<file path="config.mk">
export PLATFORM = sky130hd
export DESIGN_NAME = alu_regfile_core
export DESIGN_NICKNAME = d
export VERILOG_FILES = /design/src/rtl/alu_regfile_core.sv
export SDC_FILE = /design/constraint.sdc
export NUM_CORES = 1
export LEC_CHECK = 0
export CORE_MARGIN = 8
export CORE_UTILIZATION = 55
export DETAILED_ROUTE_END_ITERATION = 8
export GPL_ROUTABILITY_DRIVEN = 0
export PLACE_DENSITY = 0.8
export RECOVER_POWER = 100
export SETUP_SLACK_MARGIN = 0.2
export SLEW_MARGIN = 20
export SYNTH_ARGS = -nofsm -noshare
export SYNTH_HDL_FRONTEND = slang
export SYNTH_SLANG_ARGS = --single-unit
</file>
<file path="constraint.sdc">
create_clock -name ph2 -period 14.1 [get_ports ph2]
set_input_delay 1.41 -clock ph2 [delete_from_list [all_inputs] [get_ports ph2]]
set_output_delay 1.41 -clock ph2 [all_outputs]
set_load 0.005 [all_outputs]
</file>
<file path="src/rtl/alu_regfile_core.sv">
// alu_regfile_core: 4x8 register file, 6502-style binary/BCD ALU and result/flag latch
module alu_regfile_core #(
    parameter int WIDTH = 8,
    parameter int NREGS = 4
) (
    input  logic             ph2,
    input  logic             reset,
    input  logic [1:0]       reg_read_addr_a,
    input  logic [1:0]       reg_read_addr_b,
    input  logic [1:0]       reg_write_addr,
    input  logic             reg_write_en,
    input  logic             a_sel,
    input  logic [WIDTH-1:0] a_ext,
    input  logic             b_sel,
    input  logic [WIDTH-1:0] b_ext,
    input  logic [3:0]       alu_op,
    input  logic             c_in,
    input  logic             bcd,
    output logic [WIDTH-1:0] reg_a_out,
    output logic [WIDTH-1:0] reg_b_out,
    output logic [WIDTH-1:0] r_out,
    output logic [WIDTH-1:0] flags_out
);
    logic [WIDTH-1:0] regs [NREGS];
    logic [WIDTH-1:0] a, b, bx, y, bcd_add, bcd_sub;
    logic [WIDTH:0]   sum9;
    logic [4:0]       lo5, hi5;
    logic [3:0]       lo_fix, hi_fix;
    logic             v_add, lc, dc, lb, c, v, n;

    assign reg_a_out = regs[reg_read_addr_a];
    assign reg_b_out = regs[reg_read_addr_b];
    assign a  = a_sel ? a_ext : reg_a_out;
    assign b  = b_sel ? b_ext : reg_b_out;
    assign bx = (alu_op == 4'd1) ? ~b : b;
    assign sum9  = {1'b0, a} + {1'b0, bx} + {8'b0, c_in};
    assign v_add = (a[7] == bx[7]) && (sum9[7] != a[7]);
    assign lo5    = {1'b0, a[3:0]} + {1'b0, b[3:0]} + {4'b0, c_in};
    assign lc     = lo5 > 5'd9;
    assign lo_fix = lo5[3:0] + (lc ? 4'd6 : 4'd0);
    assign hi5    = {1'b0, a[7:4]} + {1'b0, b[7:4]} + {4'b0, lc};
    assign dc     = hi5 > 5'd9;
    assign hi_fix = hi5[3:0] + (dc ? 4'd6 : 4'd0);
    assign bcd_add = {hi_fix, lo_fix};
    assign lb      = {1'b0, a[3:0]} < ({1'b0, b[3:0]} + {4'b0, ~c_in});
    assign bcd_sub = {sum9[7:4], sum9[3:0] - (lb ? 4'd6 : 4'd0)} - (sum9[8] ? 8'h00 : 8'h60);

    always_comb begin
        y = a;
        c = c_in;
        v = 1'b0;
        case (alu_op)
            4'd0: begin y = bcd ? bcd_add : sum9[7:0]; c = bcd ? dc : sum9[8]; v = v_add; end
            4'd1: begin y = bcd ? bcd_sub : sum9[7:0]; c = sum9[8]; v = v_add; end
            4'd2: y = a & b;
            4'd3: y = a | b;
            4'd4: y = a ^ b;
            4'd5: begin y = {a[6:0], 1'b0}; c = a[7]; end
            4'd6: begin y = {1'b0, a[7:1]}; c = a[0]; end
            4'd7: begin y = {a[6:0], c_in}; c = a[7]; end
            4'd8: begin y = {c_in, a[7:1]}; c = a[0]; end
            4'd10: y = b;
            4'd11: y = a + 8'd1;
            4'd12: y = a - 8'd1;
            4'd13: begin y = a & b; v = b[6]; end
            default: y = a;
        endcase
        n = (alu_op == 4'd13) ? b[7] : y[7];
    end

    always_ff @(posedge ph2) begin
        if (reset) begin
            for (int i = 0; i < NREGS; i++) regs[i] <= '0;
            r_out     <= '0;
            flags_out <= '0;
        end else begin
            if (reg_write_en) regs[reg_write_addr] <= r_out;
            r_out     <= y;
            flags_out <= {n, v, 4'b0, y == 8'h00, c};
        end
    end
endmodule

</file>
==> implementation parameters, run 1 <==
Parameter                              Value

Synth
  Number of flops mapped to enable cells by yosys    32
  Yosys cell types    72
  Synthesized cell area    4740 sq um
  Post-synthesis instance total    495
  Most used flip-flop cell after synthesis    edfxtp_1
  Flip-flop and latch count after synthesis    44
  Average cell area after synthesis    9.57 sq um
  Portion of the post-synthesis area used by sequential elements    25.4%
  Synthesis warning total    0
  Async set or reset register ratio after synthesis    0%

Power and ir drop
  Clock network fraction of design power    19.6%
  Switching component of the power    186 uW
  Static leakage power    0.00226 uW
  Total power per unit cell area    91.1 nW/um^2
  Comb pwr share    49.5%
  Proportion of power drawn by flip-flops and latches    30.9%
  Highest ir drop seen on vdd    91.5 uV
  Cell Int Power    311 uW
  Sw Share    37.5%

Timing
  Clock skew after layout    0.00884 ns
  Setup-failing EPs final    0
  Hold violation count in the final report    0
  RSZ-0062 raised after global routing    no
  FMAX    125 MHz
  Crit share post-route    56.6%
  Accumulated negative setup slack    0 ns
  Transition at the pin with the smallest max-transition slack    0.984 ns
  Final-report max-slew violation count    0
  Worst hold margin    0.612 ns
  Minimum period implied by the final worst setup slack    7.98 ns
  Worst slew slack as a fraction of its limit    33.9%

Setup path
  Category of the critical setup timing path    in2reg
  Crit Path Max Fanout    8
  Reg2reg setup slack    7.75 ns
  Path depth of the worst reg2reg path    25
  CP required    14.34 ns
  Reg-to-Reg Start    regs[3][0]$_DFFE_PP_
  Crit path launch type    input port
  WP data arrival    8.21 ns
  Destination of the worst register-to-register timing path    flags_out[1]$_SDFF_PP0_
  Endpoint class of the critical path    flop

Clock tree
  Number of sinks on the clock net    44
  H-tree Lvls    2
  Number of buffers created by CTS    5
  CTS Root Buffer Type    clkbuf_8
  Post-cts gate resize count    0
  Post CTS Setup Buffer Count    0
  Longest Clk Path Bufs    2
  CTS clk-pin slew, worst paths    0.09 ns
  # hold bufs at CTS    0
  TritonCTS clock tree    built
  Insertion delay to the later sink of the worst-skew pair    0.30 ns

Floorplan
  Die Area    11800 sq um
  # IOs    65
  Starting density of the core    55.4%
  Number of placement rows    34
  Die outline width    109 um
  Die Height    109 um
  Core region area    8550 sq um

Layout
  Final cell count without fillers    649
  Fill cell count    706
  Area growth syn-to-layout    15.2%
  Antenna diodes    0
  Final net count    622
  Design Area, Final    5460 sq um
  Share of post-route cells with drive strength above 1    7.95%

Placement
  Post-detail-place hpwl    10.7 mm
  Number of cells in the design after placement    641
  Placed instance area    5340 sq um
  Port bufs    60

Drt
  Drc violations    0
  Drt initial violations    337
  DR WL/cell    21.0 um
  Detailed-routing iteration count for the pre-antenna-repair pass    6
  Detailed-route via count    4152
  WL final    13.6 mm
  Antenna violation net count after detailed routing    0
  Drt via density    6.40

Global routing
  GRT Overall Usage    23.3%
  Vias in the first global route    4250
  Number of antenna violations at the first check in global routing    0
  Global route total overflow    0
  Maximum number of pins on one net before global-route repair    37
  Wire length of the first global-routing pass    21.6 mm

Hold path
  Hold path endpoint    regs[1][4]$_SDFFCE_PN0P_
  Kind of path behind the tightest hold check    reg2reg
  Source of the worst hold timing path    r_out[4]$_SDFF_PP0_
  WHS Path Cells    1

Outcome
  Status    completed

Run
  Total of max-cap violations    0
## cells in the mapped netlist, types with 8 or more instances
cell / count / area (sq um)
xnor2_1: 19 / 166
nand2_1: 35 / 131
nor2b_1: 9 / 56.3
nor3_1: 9 / 45.0
inv_1: 28 / 105
fa_1: 10 / 200
nor2_1: 28 / 105
a21oi_1: 25 / 125
edfxtp_1: 32 / 961
ha_1: 39 / 488
dfxtp_1: 12 / 240
o21a_1: 10 / 75.1
and2_1: 34 / 213
a221oi_1: 8 / 70.1
o21ai_0: 16 / 80.1
clkbuf_1: 11 / 41.3
mux2i_1: 8 / 80.1
mux4_2: 10 / 225
## worst max-delay path, stage by stage
cell	delay, ns
dlygate4sd3_1	0.83
mux4_2	0.62
mux2_2	0.38
fa_1	0.47
fa_1	0.47
xor2_1	0.20
o21ai_0	0.15
nand2_1	0.15
fa_1	0.42
inv_1	0.08
fa_1	0.21
xor2_1	0.29
nand2_1	0.12
a221oi_1	0.55
inv_1	0.09
ha_1	0.20
inv_1	0.07
fa_1	0.16
mux2i_1	0.06
a21oi_1	0.16
nor2_1	0.07
a221oi_1	0.23
o21ai_0	0.13
a221o_1	0.28
o22ai_1	0.20
and4bb_1	0.23
## kinds of logic (layout without fill, tap and decap cells)
| family | Yosys count | in the layout | synth area share (%) |
|---|---|---|---|
| multiplexers | 31 | 31 | 12.1 |
| other | 1 | 4 | 0.0792 |
| XOR/XNOR | 26 | 26 | 4.81 |
| adder cells (fa/ha/maj) | 49 | 49 | 14.5 |
| AO/OA/AOI/OAI | 119 | 119 | 17.9 |
| buffers and inverters | 59 | 102 | 5.89 |
| AND/OR/NAND/NOR | 166 | 166 | 19.3 |
| flip-flops | 44 | 44 | 25.4 |
## stage by stage
stage	setup slack [ns]	total power, uW	util (%)
2_1_floorplan	7.32	327	-
3_3_place_gp	6.27	393	62.5
3_5_place_dp	5.91	401	62.5
4_1_cts	6.20	498	63.8
5_1_grt	5.65	527	63.8
6_report	6.12	497	63.8
## how the worst max path moves through the flow
stage	start	end	slack [ns]	cells after the start
after floorplan	reg_read_addr_a[0]	flags_out[1]$_SDFF_PP0_	7.32	26
after global placement	reg_read_addr_b[0]	flags_out[1]$_SDFF_PP0_	6.27	27
after detailed placement	reg_read_addr_b[0]	flags_out[1]$_SDFF_PP0_	5.91	27
after CTS	reg_read_addr_b[0]	flags_out[1]$_SDFF_PP0_	6.20	27
after global routing	reg_read_addr_b[0]	flags_out[1]$_SDFF_PP0_	5.65	27
final	reg_read_addr_a[0]	flags_out[1]$_SDFF_PP0_	6.12	26
## power by group through the flow
| stage | clock network (uW) | registers [uW] | logic (uW) |
|---|---|---|---|
| 2_1_floorplan | 0 | 154 | 173 |
| 3_3_place_gp | 0 | 156 | 238 |
| 3_5_place_dp | 0 | 156 | 244 |
| 4_1_cts | 98.3 | 153 | 247 |
| 5_1_grt | 102 | 155 | 270 |
| 6_report | 97.6 | 153 | 246 |
## state kept, by name, indices dropped and copies added (netlist names)
register and flops:
regs 32, r_out 8, flags_out 4
## layout make-up
type / instances / area (sq um) / share of cell area [%]
Multi-Input combinational cell: 395 / 3260 / 59.8
Sequential cell: 44 / 1200 / 22.0
Clock inverter: 3 / 46.3 / 0.849
Timing Repair Buffer: 63 / 623 / 11.4
Tap cell: 108 / 135 / 2.48
Clock buffer: 5 / 68.8 / 1.26
Inverter: 31 / 116 / 2.13
## metal layers
layer	global-route usage [%]	part of all wire, %	wire (um)
met5	0	0	0
met4	10.7	3.2	433
met3	4.08	8.7	1190
met2	39.5	49	6600
met1	28.4	40	5380
## placed cells by master (no fill, tap or decap), types with 4 or more instances in the layout
cell type and n:
xor2_1 7, o211ai_1 4, o21ai_0 16, nand2_1 35
nand2b_1 7, mux2_2 4, inv_1 28, fa_1 10
a22oi_1 4, nor3_1 8, nor3b_1 5, a211oi_1 5
a21oi_1 25, mux4_2 10, a21o_1 7, dlygate4sd3_1 30
clkbuf_8 5, mux4_1 6, ha_1 39, and2_1 4
xnor2_1 19, clkdlybuf4s50_1 30, conb_1 4, mux2i_1 8
o22ai_1 6, edfxtp_1 32, and2_0 30, a221oi_1 8
o21a_1 10, nor2b_1 9, nand3_1 5, a31oi_1 5
dfxtp_1 12, nor2_1 29
Note: power is estimated with default switching activity, not from simulation.
==> run 2, diff against run 1 <==
Settings changed: CORE_UTILIZATION 55 to 51, PLACE_DENSITY 0.8 to 0.78.
Clock period 14.1 ns to 6.7 ns, I/O delays scaled along.
==> implementation parameters, run 2 (synthesis gave the netlist of run 1 again) <==
Parameter                              Value

Floorplan
  Core region area    9110 sq um (was 8550 sq um)
  Die outline width    112 um (was 109 um)
  Die Height    112 um (was 109 um)
  Number of placement rows    35 (was 34)
  # IOs    65 (unchanged)
  Die Area    12600 sq um (was 11800 sq um)
  Starting density of the core    52.0% (was 55.4%)

Drt
  Drc violations    0 (unchanged)
  DR WL/cell    20.7 um (was 21.0 um)
  Detailed-routing iteration count for the pre-antenna-repair pass    5 (was 6)
  Drt initial violations    280 (was 337)
  WL final    13.9 mm (was 13.6 mm)
  Detailed-route via count    4277 (was 4152)
  Drt via density    6.37 (was 6.40)
  Antenna violation net count after detailed routing    0 (unchanged)

Outcome
  Status    completed (unchanged)

Layout
  Register with the most flip-flops    regs (unchanged)
  Top library cells by usage in the layout, fill and taps aside    ha_1 (39), nand2_1 (34), clkdlybuf4s50_1 (33), edfxtp_1 (32), and2_0 (29) (was ha_1 (39), nand2_1 (35), edfxtp_1 (32))
  Share of post-route cells with drive strength above 1    11.8% (was 7.95%)
  Fill cell count    783 (was 706)
  Leading cell type in the layout, fill and taps excluded    ha_1 (unchanged)
  Largest registers in the final layout    regs: 32 flops, r_out: 8 flops, flags_out: 4 flops (unchanged)
  Final cell count without fillers    671 (was 649)
  Area growth syn-to-layout    18.3% (was 15.2%)
  Final net count    641 (was 622)
  Antenna diodes    0 (unchanged)
  Design Area, Final    5600 sq um (was 5460 sq um)
  Post-route core utilization    61.5% (was 63.8%)
  Number of flip-flops in the largest register    32 (unchanged)

Clock tree
  TritonCTS clock tree    built (unchanged)
  Insertion delay to the later sink of the worst-skew pair    0.30 ns (about the same)
  CTS Root Buffer Type    clkbuf_8 (unchanged)
  Longest Clk Path Bufs    2 (unchanged)
  Number of sinks on the clock net    44 (unchanged)
  CTS clk-pin slew, worst paths    0.09 ns (about the same)
  H-tree Lvls    2 (unchanged)
  Number of buffers created by CTS    5 (unchanged)

Setup path
  Slowest library cell on the worst path    mux4_2 (was dlygate4sd3_1)
  CP required    6.94 ns (was 14.34 ns)
  CP delay by family, top    adder cells (unchanged)
  Crit Path Max Fanout    3 (was 8)
  Cell repeated most along the worst path    fa_1 (unchanged)
  Crit path launch type    input port (unchanged)
  Crit path launch    reg_read_addr_a[0] (unchanged)
  Category of the critical setup timing path    in2reg (unchanged)
  Endpoint class of the critical path    flop (unchanged)
  Reg-to-Reg Start    regs[0][0]$_SDFFCE_PN0P_ (was regs[3][0]$_DFFE_PP_)
  Largest stage delay on the critical path    0.54 ns (was 0.83 ns)
  WP data arrival    6.56 ns (was 8.21 ns)
  Number of buffers and inverters on the critical path    4 (unchanged)

Global routing
  Maximum number of pins on one net before global-route repair    36 (was 37)
  Wire length of the first global-routing pass    22.1 mm (was 21.6 mm)
  Vias in the first global route    4253 (was 4250)
  Global route total overflow    0 (unchanged)
  GRT Overall Usage    21.5% (was 23.3%)
  Number of antenna violations at the first check in global routing    0 (unchanged)

Power and ir drop
  Highest ir drop seen on vdd    179 uV (was 91.5 uV)
  Total power per unit cell area    186 nW/um^2 (was 91.1 nW/um^2)
  Static leakage power    0.00234 uW (was 0.00226 uW)

Placement
  Placed instance area    5480 sq um (was 5340 sq um)
  Port bufs    60 (unchanged)
  Post-detail-place hpwl    11.0 mm (was 10.7 mm)
  Number of cells in the design after placement    661 (was 641)

Timing
  Minimum period implied by the final worst setup slack    6.32 ns
  Worst slew slack as a fraction of its limit    33.0% (was 33.9%)
  Crit share post-route    94.3%
  Final-report max-slew violation count    0 (unchanged)
  RSZ-0062 raised after global routing    no (unchanged)
  Worst hold margin    0.614 ns (was 0.612 ns)
  Clock skew after layout    0.00981 ns (was 0.00884 ns)
  Accumulated negative setup slack    0 ns (unchanged)
  FMAX    158 MHz
  Transition at the pin with the smallest max-transition slack    1.00 ns (was 0.984 ns)
  Hold violation count in the final report    0 (unchanged)
  Setup-failing EPs final    0 (unchanged)

Hold path
  Source of the worst hold timing path    r_out[2]$_SDFF_PP0_ (was r_out[4]$_SDFF_PP0_)
  Kind of path behind the tightest hold check    reg2reg (unchanged)

Run
  Total of max-cap violations    0 (unchanged)
-- run 2: final cells by class --
type	count	area, sq um	share of cell area, %
clock buffers	5	68.8	1.23
clock inverters	3	23.8	0.424
inverters	31	116	2.08
multi-input cells	395	3290	58.7
flip-flops and latches	44	1200	21.4
well taps	111	139	2.48
repair buffers	82	766	13.7
-- run 2: worst paths after layout --
| path | endpoint | slack (ns) | depth (start not counted) |
|---|---|---|---|
| max | flags_out[1]$_SDFF_PP0_ | 0.38 | 25 |
| min | regs[0][2]$_SDFFCE_PN0P_ | 0.61 | 1 |
| max reg2reg | flags_out[1]$_SDFF_PP0_ | 0.87 | 24 |
| min reg2reg | regs[0][2]$_SDFFCE_PN0P_ | 0.61 | 1 |
-- run 2: layer usage --
metal | vias to the layer above | global-route usage (%) | wire length, um
met2 | 240 | 37.8 | 6870
met1 | 2028 | 26.0 | 5480
met5 | - | 0 | 0
li1 | 1968 | - | -
met4 | 0 | 7.55 | 345
met3 | 41 | 3.60 | 1220
-- run 2: power breakdown --
group	switching (uW)	leakage [uW]	internal (uW)	total (uW)
registers	12.6	0.000433	311	323
logic	294	0.00186	255	549
clock network	95.1	0.0000404	73.8	169
-- run 2: per-stage QoR --
step	setup slack (ns)	total power [uW]
after global routing	0.0623	1100
after CTS	0.254	1030
final	0.382	1040
after floorplan	0.664	688
after detailed placement	-0.0261	860
after global placement	0.208	843
-- run 2: timing repair --
action,4_1_cts,5_1_grt
buffers inserted,0,2
endpoints found under the setup margin,0,4
hold buffers,0,0
gates resized for setup,0,9
==> run 3, diff against run 2 <==
Settings changed: CAP_MARGIN set to 20.
==> results of run 3 <==
Final layout, timing and power as in run 2 (identical DEF).
